--- config.mk ---
export PLATFORM = sky130hd
export DESIGN_NAME = ps2_keyboard_hex
export DESIGN_NICKNAME = d
export VERILOG_FILES = /design/src/rtl/ps2_keyboard_hex.sv
export SDC_FILE = /design/constraint.sdc
export NUM_CORES = 1
export LEC_CHECK = 0
export CORE_ASPECT_RATIO = 0.6
export CORE_MARGIN = 4
export CORE_UTILIZATION = 45
export CTS_CLUSTER_SIZE = 20
export DETAILED_ROUTE_END_ITERATION = 10
export PLACE_DENSITY = 0.64
export SLEW_MARGIN = 20
export SYNTH_ARGS = -nofsm -noshare
export SYNTH_HDL_FRONTEND = slang
export SYNTH_SLANG_ARGS = --single-unit
--- constraint.sdc ---
create_clock -name clk -period 9.8 [get_ports clk]
set_clock_uncertainty 0.2 [all_clocks]
set_input_delay 1.96 -clock clk [delete_from_list [all_inputs] [get_ports clk]]
set_output_delay 1.96 -clock clk [all_outputs]
set_load 0.05 [all_outputs]
--- src/rtl/ps2_keyboard_hex.sv ---
// PS/2 keyboard receiver: synchronises the device clock, assembles 11-bit frames,
// queues accepted scan codes in a FIFO and shows the head byte on two 7-segment digits.
module ps2_keyboard_hex #(
  parameter int FIFO_DEPTH = 8
) (
  input  logic       clk,
  input  logic       clrn,
  input  logic       ps2_clk,
  input  logic       ps2_data,
  input  logic       nextdata_n,
  output logic [7:0] data,
  output logic       ready,
  output logic       overflow,
  output logic       sampling,
  output logic [6:0] h1,
  output logic [6:0] h2
);

  localparam int AW = (FIFO_DEPTH > 2) ? $clog2(FIFO_DEPTH) : 1;
  localparam logic [AW:0] PTR_ONE = (AW+1)'(1);

  // Odd parity over the 8 data bits plus the parity bit must XOR to 1.
  function automatic logic parity_ok(input logic [8:0] bits);
    return ^bits;
  endfunction

  // Active-low segments, bit0=a .. bit6=g.
  function automatic logic [6:0] hex_to_seg(input logic [3:0] nib);
    logic [6:0] seg;
    case (nib)
      4'h0:    seg = 7'h40;
      4'h1:    seg = 7'h79;
      4'h2:    seg = 7'h24;
      4'h3:    seg = 7'h30;
      4'h4:    seg = 7'h19;
      4'h5:    seg = 7'h12;
      4'h6:    seg = 7'h02;
      4'h7:    seg = 7'h78;
      4'h8:    seg = 7'h00;
      4'h9:    seg = 7'h10;
      4'hA:    seg = 7'h08;
      4'hB:    seg = 7'h03;
      4'hC:    seg = 7'h46;
      4'hD:    seg = 7'h21;
      4'hE:    seg = 7'h06;
      4'hF:    seg = 7'h0E;
      default: seg = 7'h40;
    endcase
    return seg;
  endfunction

  logic [2:0]  ps2c_sync_q, ps2c_sync_d;
  logic [1:0]  ps2d_sync_q, ps2d_sync_d;
  logic [3:0]  bit_cnt_q, bit_cnt_d;
  logic [10:0] frame_q, frame_d;
  logic        sampling_q, sampling_d;
  logic        overflow_q, overflow_d;
  logic [AW:0] wr_ptr_q, wr_ptr_d;
  logic [AW:0] rd_ptr_q, rd_ptr_d;
  logic [7:0]  mem_q [FIFO_DEPTH];
  logic [7:0]  mem_d [FIFO_DEPTH];

  logic        fall_s;
  logic        din_s;
  logic [10:0] frame_s;
  logic        last_s;
  logic        valid_s;
  logic        empty_s;
  logic        full_s;
  logic        pop_s;
  logic        push_s;

  // Edge detect, frame assembly and FIFO control decisions.
  always_comb begin
    fall_s  = ps2c_sync_q[2] & ~ps2c_sync_q[1];
    // Data is taken from its own 2-flop synchroniser; it is stable while ps2_clk is low.
    din_s   = ps2d_sync_q[1];
    frame_s = {din_s, frame_q[10:1]};
    last_s  = fall_s & (bit_cnt_q == 4'd10);
    valid_s = last_s & ~frame_s[0] & frame_s[10] & parity_ok(frame_s[9:1]);
    empty_s = (wr_ptr_q == rd_ptr_q);
    full_s  = (wr_ptr_q[AW] != rd_ptr_q[AW]) &&
              (wr_ptr_q[AW-1:0] == rd_ptr_q[AW-1:0]);
    pop_s   = ~nextdata_n & ~empty_s;
    push_s  = valid_s & (~full_s | pop_s);
  end

  // Next-state values for every register.
  always_comb begin
    ps2c_sync_d = {ps2c_sync_q[1:0], ps2_clk};
    ps2d_sync_d = {ps2d_sync_q[0], ps2_data};
    bit_cnt_d   = bit_cnt_q;
    frame_d     = frame_q;
    sampling_d  = fall_s;
    overflow_d  = overflow_q | (valid_s & full_s & ~pop_s);
    wr_ptr_d    = wr_ptr_q;
    rd_ptr_d    = rd_ptr_q;
    mem_d       = mem_q;
    if (fall_s) begin
      frame_d   = frame_s;
      bit_cnt_d = last_s ? 4'd0 : (bit_cnt_q + 4'd1);
    end else begin
      frame_d   = frame_q;
    end
    if (push_s) begin
      mem_d[wr_ptr_q[AW-1:0]] = frame_s[8:1];
      wr_ptr_d                = wr_ptr_q + PTR_ONE;
    end else begin
      wr_ptr_d = wr_ptr_q;
    end
    if (pop_s) begin
      rd_ptr_d = rd_ptr_q + PTR_ONE;
    end else begin
      rd_ptr_d = rd_ptr_q;
    end
  end

  // State registers with asynchronous clear.
  always_ff @(posedge clk or posedge clrn) begin
    if (clrn) begin
      ps2c_sync_q <= 3'b000;
      ps2d_sync_q <= 2'b00;
      bit_cnt_q   <= 4'd0;
      frame_q     <= 11'd0;
      sampling_q  <= 1'b0;
      overflow_q  <= 1'b0;
      wr_ptr_q    <= '0;
      rd_ptr_q    <= '0;
      for (int i = 0; i < FIFO_DEPTH; i++) begin
        mem_q[i] <= 8'h00;
      end
    end else begin
      ps2c_sync_q <= ps2c_sync_d;
      ps2d_sync_q <= ps2d_sync_d;
      bit_cnt_q   <= bit_cnt_d;
      frame_q     <= frame_d;
      sampling_q  <= sampling_d;
      overflow_q  <= overflow_d;
      wr_ptr_q    <= wr_ptr_d;
      rd_ptr_q    <= rd_ptr_d;
      mem_q       <= mem_d;
    end
  end

  // Outputs: head of queue and its hex display.
  always_comb begin
    data     = mem_q[rd_ptr_q[AW-1:0]];
    ready    = ~empty_s;
    overflow = overflow_q;
    sampling = sampling_q;
    h1       = hex_to_seg(data[3:0]);
    h2       = hex_to_seg(data[7:4]);
  end

endmodule

==> flow_summary.yaml, run 1 <==
run_status:
  outcome: "finished, final reports clean"
die:
  initial_core_util: 0.472
  die_h_um: 87.9
  core_um2: 10100
  io_pins: 30
  die-area_um2: 12400
  rows: 28
  die_width_um: 141
place:
  dp_cells: 513
  placed_area_um2: 5160
  place_congestion: 0.841
  dp_slack_ns: 3.74
  dp_hpwl_mm: 6.40
  port_buffers: 29
min_path:
  min-delay-start: "ps2d_sync_q[0]"
  min_path_cells: 0
  hold_path_end: "ps2d_sync_q[1]"
  hold_path_class: "reg -> reg"
worst_setup_path:
  r2r.worst_path.cells: 5
  worstPathArrival_ns: 3.88
  cp-end-kind: "output port"
  rrSetupSlack_ns: 6.31
  r2r_end: "mem_q[5]"
  worstSetupPathType: "reg -> out"
  worstPathRequired_ns: 7.64
  reg2reg_from: "ps2c_sync_q[1]"
  crit_start: "rd_ptr_q[1]"
  path_max_fanout: 20
  worstSetupStartpointType: "register"
synthesis:
  syn_inst: 369
  synth_edf_count: 0
  syn_area_per_cell_um2: 13.0
  async_flop_share: 1.00
  synth-seq-cells: 93
  synth_warnings: 0
  dominantRegCellSynth: "dfrtp_1"
  syn_nets: 390
  netlist-cell-type-count: 45
  syn_area_um2: 4780
  synth-seq-area-share: 0.487
power_and_ir_drop:
  ir_drop_v: 0.000114
  p_leak_nw: 2.60
  power_mw: 1.16
  power.density_nw_per_um2: 210
clocking:
  root_buffer: "clkbuf_16"
  cts_tree: "yes"
  post_cts_buffers: 0
  ctsHtreeMaxLevel: 3
  cts_hold_buf: 0
  cts.repair.resized: 0
  clock-sinks: 93
  cts_buffer_depth: 2
  clock_latency_ns: 0.34
  clk_pin_slew_ns: 0.06
  numCtsBuffers: 9
grt:
  grt_pass1_vias: 3005
  busiest_layer: "met1"
  grt_pass1_wl_mm: 16.2
  grt_use_met3: 0.0469
  grt_max_degree: 78
  grt_overflow: 0
  antenna_found_initial: 0
  grt_usage: 0.169
  use_met1: 0.257
  met2_usage: 0.245
detailed_routing:
  drtPass1Iterations: 4
  drc_errors: 0
  drtIter0Drc: 225
  via_count: 2897
  drtAntennaViolNets: 0
  totalWireLength_mm: 9.70
  vias_per_cell: 5.48
  routedWlPerCell_um: 18.3
sta:
  finalSetupViolations: 0
  tightest_slew_ns: 0.985
  layout_setup_ws_ns: 3.76
  rsz0062_at_grt: "no"
  hold_viol: 0
  fin_setup_tns_ns: 0
  fin_crit_sh: 0.616
  min_period_ns: 6.04
  timing.hold.ws_ns: 0.148
  final_max_slew_viol_count: 0
  maxSlewHeadroom: 0.343
  fmax_ghz: 0.166
cells_and_area:
  layout-drive-gt1-share: 0.292
  stdcell_count: 529
  regArea_um2: 2330
  nets: 410
  multi_input_area_um2: 2310
  area_growth_syn_to_layout_pct: 15.1
  diodes: 0
  utilization: 0.544
  fillerInstances: 830
  stdcell_area_um2: 5510
run:
  max_cap_viol_count: 0
[cells in the final DEF, fill, tap and decap left out, drive strengths merged, types with 4 or more instances in the layout]
cell type / n
mux2: 67
mux4: 16
ha: 16
nor4: 4
a21oi: 4
inv: 11
clkbuf: 12
clkdlybuf4s50: 29
nor2: 5
xnor2: 9
mux2i: 9
nand2: 45
nand3b: 4
dfrtp: 93
o21ai: 6
nand4: 6
xor2: 9
nor3: 5
[cell usage after synthesis, types with 5 or more instances]
| cell type | n | area (um2) |
|---|---|---|
| clkbuf_1 | 10 | 37.5 |
| mux4_2 | 16 | 360 |
| nand2_1 | 45 | 169 |
| mux2_2 | 67 | 754 |
| mux2i_1 | 9 | 90.1 |
| inv_1 | 12 | 45.0 |
| o21ai_0 | 6 | 30.0 |
| dfrtp_1 | 93 | 2330 |
| ha_1 | 16 | 200 |
| buf_2 | 5 | 25.0 |
| nor2_1 | 5 | 18.8 |
| xor2_1 | 8 | 70.1 |
| xnor2_1 | 7 | 61.3 |
| nor3_1 | 5 | 25.0 |
[critical path: stages, from the launching register on]
cell             delay [ns]
dfrtp_2                0.75
mux4_2                 0.57
mux2i_1                0.53
inv_1                  0.22
ha_1                   0.29
inv_1                  0.08
nor2_1                 0.06
a21oi_1                0.16
o22ai_1                0.10
clkdlybuf4s50_1        0.75
[where the power goes]
group | leakage, nW | switching [mW] | internal, mW | total (mW)
registers | 1.25 | 0.0812 | 0.416 | 0.497
logic | 1.18 | 0.147 | 0.116 | 0.263
clock network | 0.167 | 0.140 | 0.256 | 0.396
total | 2.60 | 0.368 | 0.788 | 1.16
[worst max path at each step]
stage	to	slack, ns	cells past startpoint
after floorplan	h2[2]	4.05	7
after global placement	h2[1]	3.79	6
after detailed placement	h2[1]	3.74	6
after CTS	h2[1]	3.37	6
after global routing	h2[5]	3.55	9
final	h2[5]	3.76	9
[kinds of logic (layout without fill, tap and decap cells)]
kind of cell | after synthesis | after routing | synth area share
xor gates and xnor gates | 19 | 19 | 0.0426
DFF | 93 | 93 | 0.487
adders and majority gates | 16 | 16 | 0.0419
and+or+nand+nor | 83 | 83 | 0.101
AOI/OAI and AO/OA | 32 | 32 | 0.0455
buffers and inverters | 34 | 59 | 0.0301
muxes | 92 | 92 | 0.252
[layer usage]
metal / up-vias / part of all wire
li1: 1364 / -
met1: 1473 / 0.53
met2: 54 / 0.43
met3: 6 / 0.035
met4: 0 / 0.0062
met5: - / 0
[final cells by class]
class                   count  share of cell area
flip-flops and latches     93               0.423
well taps                 135              0.0307
multi-input cells         242               0.420
inverters                  12             0.00841
clock buffers              12              0.0448
repair buffers             31              0.0555
clock inverters             4              0.0173
[sequential cells by signal, indices dropped and copies added, names as in the netlist]
register and cells:
bit_cnt_q 4, frame_q 10, wr_ptr_q 4, ps2c_sync_q 3, ps2d_sync_q 2, sampling 1, mem_q 64, overflow 1
rd_ptr_q 4
Note: power is estimated with default switching activity, not from simulation.
==> run 2, diff against run 1 <==
==> constraint.sdc (replaced) <==
create_clock -name clk -period 5.83 [get_ports clk]
set_clock_uncertainty 0.2 [all_clocks]
set_input_delay 1.166 -clock clk [delete_from_list [all_inputs] [get_ports clk]]
set_output_delay 1.166 -clock clk [all_outputs]
set_load 0.05 [all_outputs]
==> run 2 against run 1 <==
Core utilization fell by 0.16 points. Final cell count up 0.38%. Sequential power increased by 65%. Largest power group unchanged. Worst hold slack improved by 0.0039 ns. Clock-buffer cell count fell by 1. Sequential share of layout area grew 0.10 points. Routed wire length increased by 0.86%. Worst setup slack got worse by 3.1 ns. Clock power up 53%. Cell area shrank 0.30%. Non-clock buffer count is 3 higher.
==> flow_summary.yaml, run 2 (synthesis results as in run 1) <==
worst_setup_path:
  worstSetupPathType: "reg -> out"
  cpMaxStageDelayCell: "clkdlybuf4s50_1"
  r2r_end: "mem_q[1]"
  worstPathRequired_ns: 4.46
  cp_cell_sequence: "buf_4, mux4_2, mux2i_1, nand2b_1, o2bb2ai_1, a31oi_1, clkdlybuf4s50_1"
  r2r.worst_path.cells: 5
  path_delay_family: "buffers and inverters"
  cp-end-kind: "output port"
  worstPathArrival_ns: 3.79
  cp.depth: 7
  rrSetupSlack_ns: 2.30
  crit_start: "rd_ptr_q[1]"
  cpPeakStageDelay_ns: 0.82
  path_max_fanout: 11
  worstSetupStartpointType: "register"
  reg2reg_from: "ps2c_sync_q[1]"
  endpoint: "h2[0]"
  crit_buf_inv: 2
min_path:
  min_path_cells: 0
  hold_path_class: "reg -> reg"
sta:
  timing.hold.ws_ns: 0.152
  fin_setup_tns_ns: 0
  final_max_slew_viol_count: 0
  hold_viol: 0
  finalSetupViolations: 0
  maxSlewHeadroom: 0.333
  min_period_ns: 5.16
  fin_crit_sh: 0.885
  tightest_slew_ns: 0.993
  fmax_ghz: 0.194
  rsz0062_at_grt: "no"
cells_and_area:
  top_register: "mem_q"
  diodes: 0
  largest_reg_flops: 64
  final_cell_mix: "93 x dfrtp_1, 67 x mux2_2, 45 x nand2_1"
  area_growth_syn_to_layout_pct: 14.8
  reg_top3: "mem_q x64, frame_q x10"
  nets: 413
  layout-drive-gt1-share: 0.295
  fillerInstances: 830
  final_common_cell: "dfrtp_1"
die:
  die_width_um: 141
  io_pins: 30
  die_h_um: 87.9
  initial_core_util: 0.472
  core_um2: 10100
  die-area_um2: 12400
  rows: 28
power_and_ir_drop:
  ir_drop_v: 0.000179
  power.density_nw_per_um2: 345
  p_leak_nw: 2.60
clocking:
  post_cts_buffers: 0
  clock-sinks: 93
  root_buffer: "clkbuf_16"
  clk_pin_slew_ns: 0.07
  cts.repair.resized: 0
  cts_buffer_depth: 2
  cts_hold_buf: 0
  numCtsBuffers: 9
  clock_latency_ns: 0.35
  ctsHtreeMaxLevel: 3
  cts_tree: "yes"
place:
  place_congestion: 0.807
  dp_hpwl_mm: 6.55
  port_buffers: 29
detailed_routing:
  via_count: 2951
  drtPass1Iterations: 4
  drtAntennaViolNets: 0
  drtIter0Drc: 195
  vias_per_cell: 5.56
  drc_errors: 0
  totalWireLength_mm: 9.78
  routedWlPerCell_um: 18.4
grt:
  grt_max_degree: 52
  grt_overflow: 0
  grt_pass1_wl_mm: 16.3
  grt_usage: 0.171
  grt_pass1_vias: 3009
  antenna_found_initial: 0
run:
  max_cap_viol_count: 0
run_status:
  outcome: "finished, final reports clean"
run 2: power breakdown:
group / switching (mW) / leakage, nW / internal (mW) / total [mW]
combinational: 0.265 / 1.20 / 0.203 / 0.468
sequential: 0.123 / 1.25 / 0.699 / 0.821
clock: 0.251 / 0.149 / 0.356 / 0.607
total: 0.638 / 2.60 / 1.26 / 1.90
run 2: per-stage QoR:
stage / std cells / power (mW) / area [um2] / util / worst slack, ns
after detailed placement: 516 / 1.30 / 5180 / 0.512 / 1.01
after global placement: 516 / 1.29 / 5180 / 0.512 / 1.06
after floorplan: 369 / 1.19 / 4780 / - / 0.872
final: 531 / 1.90 / 5490 / 0.542 / 0.673
after CTS: 531 / 1.91 / 5490 / 0.542 / 0.639
after global routing: 531 / 2.00 / 5490 / 0.542 / 0.331
run 2: worst min path at each step:
stage                         from        endpoint  slack, ns
detailed placement  ps2d_sync_q[0]  ps2d_sync_q[1]       0.14
global placement    ps2c_sync_q[0]  ps2c_sync_q[1]       0.13
CTS                 ps2d_sync_q[0]  ps2d_sync_q[1]       0.15
floorplan           ps2c_sync_q[0]  ps2c_sync_q[1]       0.13
global route        ps2c_sync_q[0]  ps2c_sync_q[1]       0.16
finish              ps2d_sync_q[0]  ps2d_sync_q[1]       0.15
run 2: area by class of cell:
| type | count | area (um2) | share of cell area |
|---|---|---|---|
| Clock inverter | 4 | 55.1 | 0.0100 |
| Timing Repair Buffer | 34 | 328 | 0.0597 |
| Clock buffer | 11 | 253 | 0.0460 |
| Sequential cell | 93 | 2330 | 0.424 |
| Inverter | 12 | 46.3 | 0.00843 |
| Tap cell | 135 | 169 | 0.0308 |
| Multi-Input combinational cell | 242 | 2310 | 0.421 |
run 2: metal layers:
layer | share of wire | wire length (um) | track usage | vias up
met1 | 0.52 | 5080 | 0.261 | 1515
li1 | - | - | - | 1362
met3 | 0.057 | 561 | 0.0556 | 8
met4 | 0.0055 | 54 | 0.0308 | 0
met2 | 0.42 | 4090 | 0.240 | 66
met5 | 0 | 0 | 0 | -
run 2: worst register-to-register path: cells and delay by family (launching register included):
| family | cells | cell delay (ns) |
|---|---|---|
| simple gates | 3 | 1.92 |
| mux | 1 | 0.43 |
| flops | 1 | 0.37 |
| buf+inv | 1 | 0.49 |
==> run 3, diff against run 2 <==
--- a/config.mk
+++ b/config.mk
@@ -5,6 +5,7 @@
 export SDC_FILE = /design/constraint.sdc
 export NUM_CORES = 1
 export LEC_CHECK = 0
+export CAP_MARGIN = 20
 export CORE_ASPECT_RATIO = 0.6
 export CORE_MARGIN = 4
 export CORE_UTILIZATION = 45
==> results of run 3 <==
Same layout as run 2: the final DEF is identical, and so are final timing and power.
